File: src/rtl/mfda_ctrl_pkg.sv
// Shared control definitions for the microfluidic inlet/pump sequencing logic.
// Holds the dose FSM states, the inlet select encoding and the pump phase patterns.
package mfda_ctrl_pkg;

   typedef enum logic [1:0] {
      ST_IDLE   = 2'd0,
      ST_SETTLE = 2'd1,
      ST_PUMP   = 2'd2,
      ST_CLOSE  = 2'd3
   } dose_state_e;

   localparam logic [1:0] SEL_RESERVED = 2'd3;

   // One stroke is three phases; 1 = pump valve pressurised/closed.
   localparam logic [2:0] PUMP_PHASE_A = 3'b110;
   localparam logic [2:0] PUMP_PHASE_B = 3'b011;
   localparam logic [2:0] PUMP_PHASE_C = 3'b101;
   localparam logic [2:0] PUMP_IDLE    = 3'b000;
   localparam logic [1:0] PHASE_LAST   = 2'd2;

   function automatic logic [2:0] inlet_onehot(input logic [1:0] sel);
      return 3'b001 << sel;
   endfunction

endpackage

File: src/rtl/pump_phase_gen.sv
// Peristaltic pump phase generator: steps 110/011/101 for each stroke while enabled
// and flags the final cycle of the last stroke so the sequencer can leave PUMP.
module pump_phase_gen
   import mfda_ctrl_pkg::*;
#(
   parameter int PHASE_CYCLES = 8
) (
   input  logic       clk,
   input  logic       rst_n,
   input  logic       enable,
   input  logic [7:0] strokes,
   output logic [2:0] pump_valve,
   output logic       last_stroke_done
);

   localparam int TW = (PHASE_CYCLES > 1) ? $clog2(PHASE_CYCLES) : 1;
   localparam logic [TW-1:0] TIMER_LAST = TW'(PHASE_CYCLES - 1);

   logic [TW-1:0] timer_q;
   logic [1:0]    phase_q;
   logic [7:0]    strokes_q;
   logic          phase_end;

   assign phase_end = (timer_q == TIMER_LAST);

   // While disabled the stroke counter tracks the latched command so it is primed on entry.
   always_ff @(posedge clk or negedge rst_n) begin
      if (!rst_n) begin
         timer_q   <= '0;
         phase_q   <= '0;
         strokes_q <= '0;
      end else if (!enable) begin
         timer_q   <= '0;
         phase_q   <= '0;
         strokes_q <= strokes;
      end else if (phase_end) begin
         timer_q <= '0;
         if (phase_q == PHASE_LAST) begin
            phase_q   <= '0;
            strokes_q <= strokes_q - 8'd1;
         end else begin
            phase_q <= phase_q + 2'd1;
         end
      end else begin
         timer_q <= timer_q + TW'(1);
      end
   end

   always_comb begin
      pump_valve = PUMP_IDLE;
      if (enable) begin
         case (phase_q)
            2'd0:    pump_valve = PUMP_PHASE_A;
            2'd1:    pump_valve = PUMP_PHASE_B;
            2'd2:    pump_valve = PUMP_PHASE_C;
            default: pump_valve = PUMP_IDLE;
         endcase
      end
   end

   assign last_stroke_done = enable && phase_end && (phase_q == PHASE_LAST) && (strokes_q == 8'd1);

endmodule

File: src/rtl/inlet_dose_sequencer.sv
// Dose sequencer: opens one inlet, settles, runs N pump strokes, closes, settles,
// then pulses done (with err for reserved select or abort).
module inlet_dose_sequencer
   import mfda_ctrl_pkg::*;
#(
   parameter int SETTLE_CYCLES = 16,
   parameter int PHASE_CYCLES  = 8
) (
   input  logic       clk,
   input  logic       rst_n,
   input  logic       cmd_valid,
   output logic       cmd_ready,
   input  logic [1:0] cmd_sel,
   input  logic [7:0] cmd_strokes,
   input  logic       abort,
   output logic [2:0] inlet_valve,
   output logic [2:0] pump_valve,
   output logic       busy,
   output logic       done,
   output logic       err
);

   localparam int SW = (SETTLE_CYCLES > 1) ? $clog2(SETTLE_CYCLES) : 1;
   localparam logic [SW-1:0] SETTLE_LAST = SW'(SETTLE_CYCLES - 1);

   dose_state_e   state_q;
   logic [SW-1:0] settle_q;
   logic [7:0]    strokes_q;
   logic [2:0]    inlet_q;
   logic          pump_en_q;
   logic          ready_q;
   logic          busy_q;
   logic          done_q;
   logic          err_q;
   logic          aborted_q;
   logic          last_stroke_done;
   logic [2:0]    pump_pattern;

   pump_phase_gen #(
      .PHASE_CYCLES(PHASE_CYCLES)
   ) u_pump (
      .clk              (clk),
      .rst_n            (rst_n),
      .enable           (pump_en_q),
      .strokes          (strokes_q),
      .pump_valve       (pump_pattern),
      .last_stroke_done (last_stroke_done)
   );

   always_ff @(posedge clk or negedge rst_n) begin
      if (!rst_n) begin
         state_q   <= ST_IDLE;
         settle_q  <= '0;
         strokes_q <= '0;
         inlet_q   <= '0;
         pump_en_q <= 1'b0;
         ready_q   <= 1'b1;
         busy_q    <= 1'b0;
         done_q    <= 1'b0;
         err_q     <= 1'b0;
         aborted_q <= 1'b0;
      end else begin
         done_q <= 1'b0;
         err_q  <= 1'b0;
         case (state_q)
            ST_IDLE: begin
               // Degenerate commands complete immediately without touching any valve.
               if (cmd_valid && ready_q) begin
                  if (cmd_sel == SEL_RESERVED || cmd_strokes == 8'd0) begin
                     done_q <= 1'b1;
                     err_q  <= (cmd_sel == SEL_RESERVED);
                  end else begin
                     state_q   <= ST_SETTLE;
                     strokes_q <= cmd_strokes;
                     inlet_q   <= inlet_onehot(cmd_sel);
                     settle_q  <= SETTLE_LAST;
                     busy_q    <= 1'b1;
                     ready_q   <= 1'b0;
                     aborted_q <= 1'b0;
                  end
               end
            end
            ST_SETTLE: begin
               if (abort) begin
                  state_q   <= ST_CLOSE;
                  inlet_q   <= '0;
                  settle_q  <= SETTLE_LAST;
                  aborted_q <= 1'b1;
               end else if (settle_q == '0) begin
                  state_q   <= ST_PUMP;
                  pump_en_q <= 1'b1;
               end else begin
                  settle_q <= settle_q - SW'(1);
               end
            end
            ST_PUMP: begin
               if (abort || last_stroke_done) begin
                  state_q   <= ST_CLOSE;
                  inlet_q   <= '0;
                  pump_en_q <= 1'b0;
                  settle_q  <= SETTLE_LAST;
                  aborted_q <= abort;
               end
            end
            ST_CLOSE: begin
               if (settle_q == '0) begin
                  state_q <= ST_IDLE;
                  busy_q  <= 1'b0;
                  ready_q <= 1'b1;
                  done_q  <= 1'b1;
                  err_q   <= aborted_q;
               end else begin
                  settle_q <= settle_q - SW'(1);
               end
            end
            default: begin
               state_q   <= ST_IDLE;
               inlet_q   <= '0;
               pump_en_q <= 1'b0;
               busy_q    <= 1'b0;
               ready_q   <= 1'b1;
            end
         endcase
      end
   end

   assign cmd_ready   = ready_q;
   assign inlet_valve = inlet_q;
   assign pump_valve  = pump_pattern;
   assign busy        = busy_q;
   assign done        = done_q;
   assign err         = err_q;

endmodule

File: config.mk
export PLATFORM = sky130hd
export DESIGN_NAME = inlet_dose_sequencer
export DESIGN_NICKNAME = d
export VERILOG_FILES = /design/src/rtl/mfda_ctrl_pkg.sv /design/src/rtl/pump_phase_gen.sv /design/src/rtl/inlet_dose_sequencer.sv
export SDC_FILE = /design/constraint.sdc
export NUM_CORES = 1
export LEC_CHECK = 0
export BUFFER_PORTS_ARGS = -buffer_cell sky130_fd_sc_hd__buf_2
export CORE_MARGIN = 10
export CORE_UTILIZATION = 45
export DETAILED_ROUTE_END_ITERATION = 16
export SLEW_MARGIN = 20
export SYNTH_ARGS = -nofsm -noshare
export SYNTH_HDL_FRONTEND = slang
export SYNTH_SLANG_ARGS = --single-unit
File: constraint.sdc
create_clock -name clk -period 4.1 [get_ports clk]
set_input_delay 0.205 -clock clk [delete_from_list [all_inputs] [get_ports clk]]
set_output_delay 0.205 -clock clk [all_outputs]
set_load 0.01 [all_outputs]
---- Yosys cells after proc, flatten, opt, wreduce, memory -nomap -nowiden ----
Cells that the tools add are included.
storage, ports and cells
  register bits after elaboration ......... 36
  input port bits ......................... 14
  logic and storage cells ................. 107
cells by class
  add/subtract/negate cells ............... 4
  equality and inequality tests ........... 18
  shifts and indexed selects .............. 1
  mux-type cells .......................... 50
  bitwise logic cells ..................... 1
  reductions and logical operators ........ 20
operators with widths
  operator             count
  $mux 8               3
  $mux 3               7
  $mux 4               5
  $mux 2               9
  $pmux 3 s3           2
  $mux 1               16
  $pmux 4 s4           1
  $ne 2x2->1 const B   7
  $pmux 1 s2           5
  $reduce_and 5->1     2
  $eq 2x2->1 const B   4
  $eq 8x1->1 const B   1
  $logic_not 8->1      1
  $pmux 2 s4           1
  $reduce_and 4->1     2
  $sub 8x1->8 const B  1
  $reduce_and 3->1     2
  $eq 2x1->1 const B   2
  $logic_and 1x1->1    4
  $logic_not 2->1      2
  $logic_not 4->1      1
  $ne 2x1->1 const B   2
  $reduce_bool 2->1    2
  $sub 4x1->4 const B  1
  other kinds (10)     11

---- Depth between registers and ports, before layout ----
  depth after elaboration ................. 7
  gate-level depth with buffers ........... 8

---- Cells and area by module ----
A second synthesis with hierarchy kept.
unflattened totals
  cells, all modules ...................... 195
  area, all modules ....................... 2038.2 um^2
modules (own cells, without submodules)
  module                times used  cells each  area each (um^2)
  inlet_dose_sequencer  1           116         1263.7
  pump_phase_gen        1           79          774.5

---- Worst setup path before layout ----
Ideal clock, no wire load.
  path kind ............................... register to register
  start point ............................. register u_pump.timer_q[0]
  end point ............................... register state_q[1]
  setup time .............................. 127 ps
  arrival ................................. 1792 ps
  required time ........................... 3973 ps
  path slack .............................. 2181 ps
  cell stages (with the launch flop) ...... 9
  path buffers ............................ 1
  clock period less this slack ............ 1919 ps
  path through ............................ dfrtp_1 ha_1 ha_1 and2_0 buf_2 a31oi_4 a21oi_2 nand2_1 mux2_1
on the way
  word-level cells in the longest chain between the ends .. 7
ends and longest elaborated chain
  element                            line                         text
  from (decl)                        pump_phase_gen.sv:19         logic [TW-1:0] timer_q;
  from (signal assigned)             pump_phase_gen.sv:45         timer_q <= timer_q + TW'(1);
  $eq 3x3->1                         pump_phase_gen.sv:24         assign phase_end = (timer_q == TIMER_LAST);
  $logic_and 1x1->1 (3 in a row)     pump_phase_gen.sv:61         assign last_stroke_done = enable && phase_end && (phase_q == PHASE_LAST) && (strokes_q == 8'd1);
  $logic_or 1x1->1                   inlet_dose_sequencer.sv:97   if (abort || last_stroke_done) begin
  $ne 2x2->1 (no source line)        --
  $reduce_and 5->1 (no source line)  --
  to (signal assigned)               inlet_dose_sequencer.sv:98   state_q <= ST_CLOSE;
  to (signal assigned)               inlet_dose_sequencer.sv:107  state_q <= ST_IDLE;
  to (signal assigned)               inlet_dose_sequencer.sv:117  state_q <= ST_IDLE;
  to (decl)                          inlet_dose_sequencer.sv:26   dose_state_e state_q;
Every way passes these cells.
A chain may end at the register's enable or synchronous reset.

---- Worst setup path after layout ----
Same ends and word-level chain as after synthesis.

==> metrics.csv <==
stage,metric,value,unit
clock_network,postCtsHoldBufs,0,
sta,finalHoldViolCount,5,
synthesis,synth_xor_area_frac,0.0311,
worst_setup_path,crit_start,u_pump.timer_q[0]$_DFF_PN0_,
clock_network,clock-sinks,36,
clock_network,clockRootBuffer,clkbuf_8,
synthesis,synth-warning-count,0,
sta,min_period,2.18,ns
hold_path,hold_class,in2async,
drt,vias,1355,
worst_setup_path,max_stage_delay,0.38,ns
run,max_cap_viol_count,0,
worst_setup_path,slowest_stage,and2_0,
sta,fin_skew,0.00946,ns
drt,drt_first_pass_iters,4,
worst_setup_path,crit_cells,7,
die,std_cell_rows,23,
pwr,p_sw,0.376,mW
cells_and_area,final_layout_size_suffix_gt1_frac,0.260,
sta,setup_viol,0,
clock_network,clkTransAtPathRegs,0.07,ns
pwr,power_switching_share,0.342,
pwr,vdd_drop_max,0.335,mV
worst_setup_path,worstPathRequired,4.27,ns
run_status,violations,hold timing,
placed_design,dpl.cell_count,246,
cells_and_area,nets,232,
worst_setup_path,crit_type,reg2reg,
sta,maxSlewHeadroom,0.467,
pwr,internal-power,0.724,mW
placed_design,gp_congestion,0.776,
die,die_width,86.2,um
synthesis,muxShareOfSynthArea,0.103,
global_route,grt_max_degree,37,
cells_and_area,layout_commonest_cell,dfrtp_1,
worst_setup_path,rrSetupSlack,1.92,ns
worst_setup_path,end_kind,flip-flop,
synthesis,ys_ff_latch,36,
worst_setup_path,crit_buf_inv,0,
drt,ant_nets,0,
sta,worst_slew_pin_slew,0.800,ns
synthesis,synth_top_family_by_area,simple AND/OR/NAND/NOR gates,
clock_network,h-tree-depth,2,
worst_setup_path,reg2reg_depth,7,
clock_network,max-clock-path-buffers,2,
pwr,p_leak,1.05,nW
die,die-area,0.00742,mm2
global_route,antenna_found_initial,0,
drt,routedWlPerCell,14.9,um
pwr,pwr-share-seq,0.398,
worst_setup_path,critPathTopFamily,simple AND/OR/NAND/NOR gates,
run_status,status,finished with violations,
die,pin_count,24,
worst_setup_path,crit_end,state_q[1]$_DFFE_PN0P_,
synthesis,synth.avg_cell_area,11.1,um2
cells_and_area,final_cell_mix,"35 x dfrtp_1, 23 x buf_2, 15 x ha_1",
worst_setup_path,crit_path_start_kind,flip-flop,
cells_and_area,area_growth,12.8,%
global_route,grt_pass1_vias,1433,
drt,routed_via_density,5.33,
worst_setup_path,path_cells,ha_1 -> ha_1 -> and2_0 -> a31oi_4 -> a21oi_2 -> nand2_1 -> mux2_1,
clock_network,post_cts_buffers,0,
sta,holdWs,-0.00395,ns
worst_setup_path,arrival,2.35,ns
cells_and_area,nFillCells,366,
worst_setup_path,r2r-end,state_q[1]$_DFFE_PN0P_,
clock_network,post_cts_resize_count,0,
placed_design,dp_hpwl,2.89,mm
cells_and_area,layoutNonFillerInstCount,254,
global_route,overflow,0,
global_route,grt_pass1_wl,6.56,mm
sta,finalSetupTns,0,ns
synthesis,synth_simple_gate_area_frac,0.175,
worst_setup_path,timing.rr.start,u_pump.timer_q[0]$_DFF_PN0_,
worst_setup_path,cp_max_fo,7,
synthesis,ys_types,50,
synthesis,synth_compound_area_frac,0.108,
sta,max_freq,0.458,GHz
pwr,cellPowerDensity,495,mW/mm2
sta,drv_slew,0,
die,start_util,0.479,
placed_design,io_buffers,23,
clock_network,cts_tree,done,
drt,drt_iter0_markers,61,
synthesis,synthCells,178,
pwr,p_comb_frac,0.364,
drt,routed_wl,3.78,mm
clock_network,clk_latency,0.29,ns
synthesis,synth_adder_area_share,0.0953,
cells_and_area,n_antenna_cell,0,
die,die_h,86.2,um
sta,rsz0062_at_grt,no,
worst_setup_path,cpMostUsedCell,ha_1,
synthesis,ys_seq_area_frac,0.458,
pwr,p_clk_frac,0.238,
synthesis,syn_nets,207,
clock_network,cts_buffers,5,
global_route,grt_usage,0.110,
synthesis,netlist_area,0.00197,mm2
die,coreArea,0.00412,mm2
sta,finalCritPeriodShare,0.533,
drt,route.detailed.drc,0,
worst min path at each step:
stage	to	slack (ns)	depth (start not counted)
2_1_floorplan	aborted_q$_DFFE_PN0P_	-0.09	0
3_3_place_gp	u_pump.phase_q[0]$_DFFE_PN0P_	0.33	1
3_5_place_dp	u_pump.phase_q[0]$_DFFE_PN0P_	0.35	1
4_1_cts	u_pump.strokes_q[6]$_DFFE_PN0P_	0.02	1
5_1_grt	u_pump.phase_q[1]$_DFFE_PN0P_	0.06	1
6_report	u_pump.phase_q[1]$_DFFE_PN0P_	-0.004	1
synth_stat cells, drive strengths merged:
master / number / area share
nor2: 11 / 0.021
o31ai: 1 / 0.0038
o21a: 1 / 0.0038
dfrtp: 35 / 0.44
mux2i: 3 / 0.015
a21oi: 10 / 0.027
inv: 10 / 0.019
a22o: 2 / 0.0089
a2bb2oi: 1 / 0.0044
and4bb: 1 / 0.0064
a31oi: 3 / 0.017
clkbuf: 4 / 0.0076
a22oi: 1 / 0.0038
nand3b: 2 / 0.0076
nor4: 2 / 0.0095
nand3: 2 / 0.0051
or3: 2 / 0.0064
nor3: 6 / 0.021
mux2: 14 / 0.088
o2111ai: 1 / 0.0076
dfstp: 1 / 0.013
xnor2: 4 / 0.018
o32a: 1 / 0.0051
nor3b: 5 / 0.019
a21boi: 1 / 0.0038
nor2b: 4 / 0.013
and3: 1 / 0.0032
o32ai: 1 / 0.0044
or3b: 1 / 0.0044
ha: 15 / 0.095
xor2: 3 / 0.013
and2: 5 / 0.017
o211ai: 1 / 0.0038
or4: 2 / 0.0095
a21o: 1 / 0.0038
nand2: 12 / 0.023
buf: 1 / 0.0025
o21ai: 4 / 0.010
nand2b: 2 / 0.0064
nand4: 1 / 0.0032
per-layer routing:
layer | GRT usage | part of all wire
met2 | 0.178 | 0.49
met1 | 0.127 | 0.45
met5 | 0 | 0
met4 | 0.0404 | 0.013
met3 | 0.0454 | 0.045
state kept, by name (all words and copies together) (netlist names):
name / count
aborted_q: 1
busy: 1
cmd_ready: 1
done: 1
err: 1
inlet_valve: 3
pump_en_q: 1
settle_q: 4
state_q: 2
strokes_q: 8
u_pump.phase_q: 2
u_pump.strokes_q: 8
u_pump.timer_q: 3
per-stage QoR:
step                cell area, um2  utilization  setup slack (ns)  hold slack (ns)  total power, mW
finish                        2220        0.540              1.92         -0.00395             1.10
global route                  2220        0.540              1.77           0.0633             1.18
CTS                           2220        0.540              1.91           0.0234             1.12
detailed placement            2130        0.517              1.95            0.347            0.849
global placement              2130        0.517              2.03            0.328            0.833
floorplan                     1970            -              2.18          -0.0906            0.752
area by class of cell:
| cell class | instances | area [um2] | area share |
|---|---|---|---|
| clock buffer | 7 | 86.3 | 0.0389 |
| timing repair buffer | 23 | 115 | 0.0518 |
| clock inverter | 1 | 7.51 | 0.00338 |
| sequential | 36 | 902 | 0.406 |
| multi-input combinational | 127 | 1010 | 0.455 |
| tap | 50 | 62.6 | 0.0282 |
| inverter | 10 | 37.5 | 0.0169 |
cells by family after synthesis:
kind of cell,count (synthesis)
AO/OA/AOI/OAI,29
XOR/XNOR,7
adder cells (fa/ha/maj),15
buffers and inverters,15
flip-flops,36
multiplexers,17
AND/OR/NAND/NOR,59
power by group through the flow:
stage | clock, mW | combinational [mW] | sequential, mW
after floorplan | 0 | 0.313 | 0.439
after global placement | 0 | 0.392 | 0.441
after detailed placement | 0 | 0.405 | 0.444
after CTS | 0.273 | 0.405 | 0.438
after global routing | 0.285 | 0.449 | 0.447
final | 0.262 | 0.400 | 0.438
Note: power is estimated with default switching activity, not from simulation.
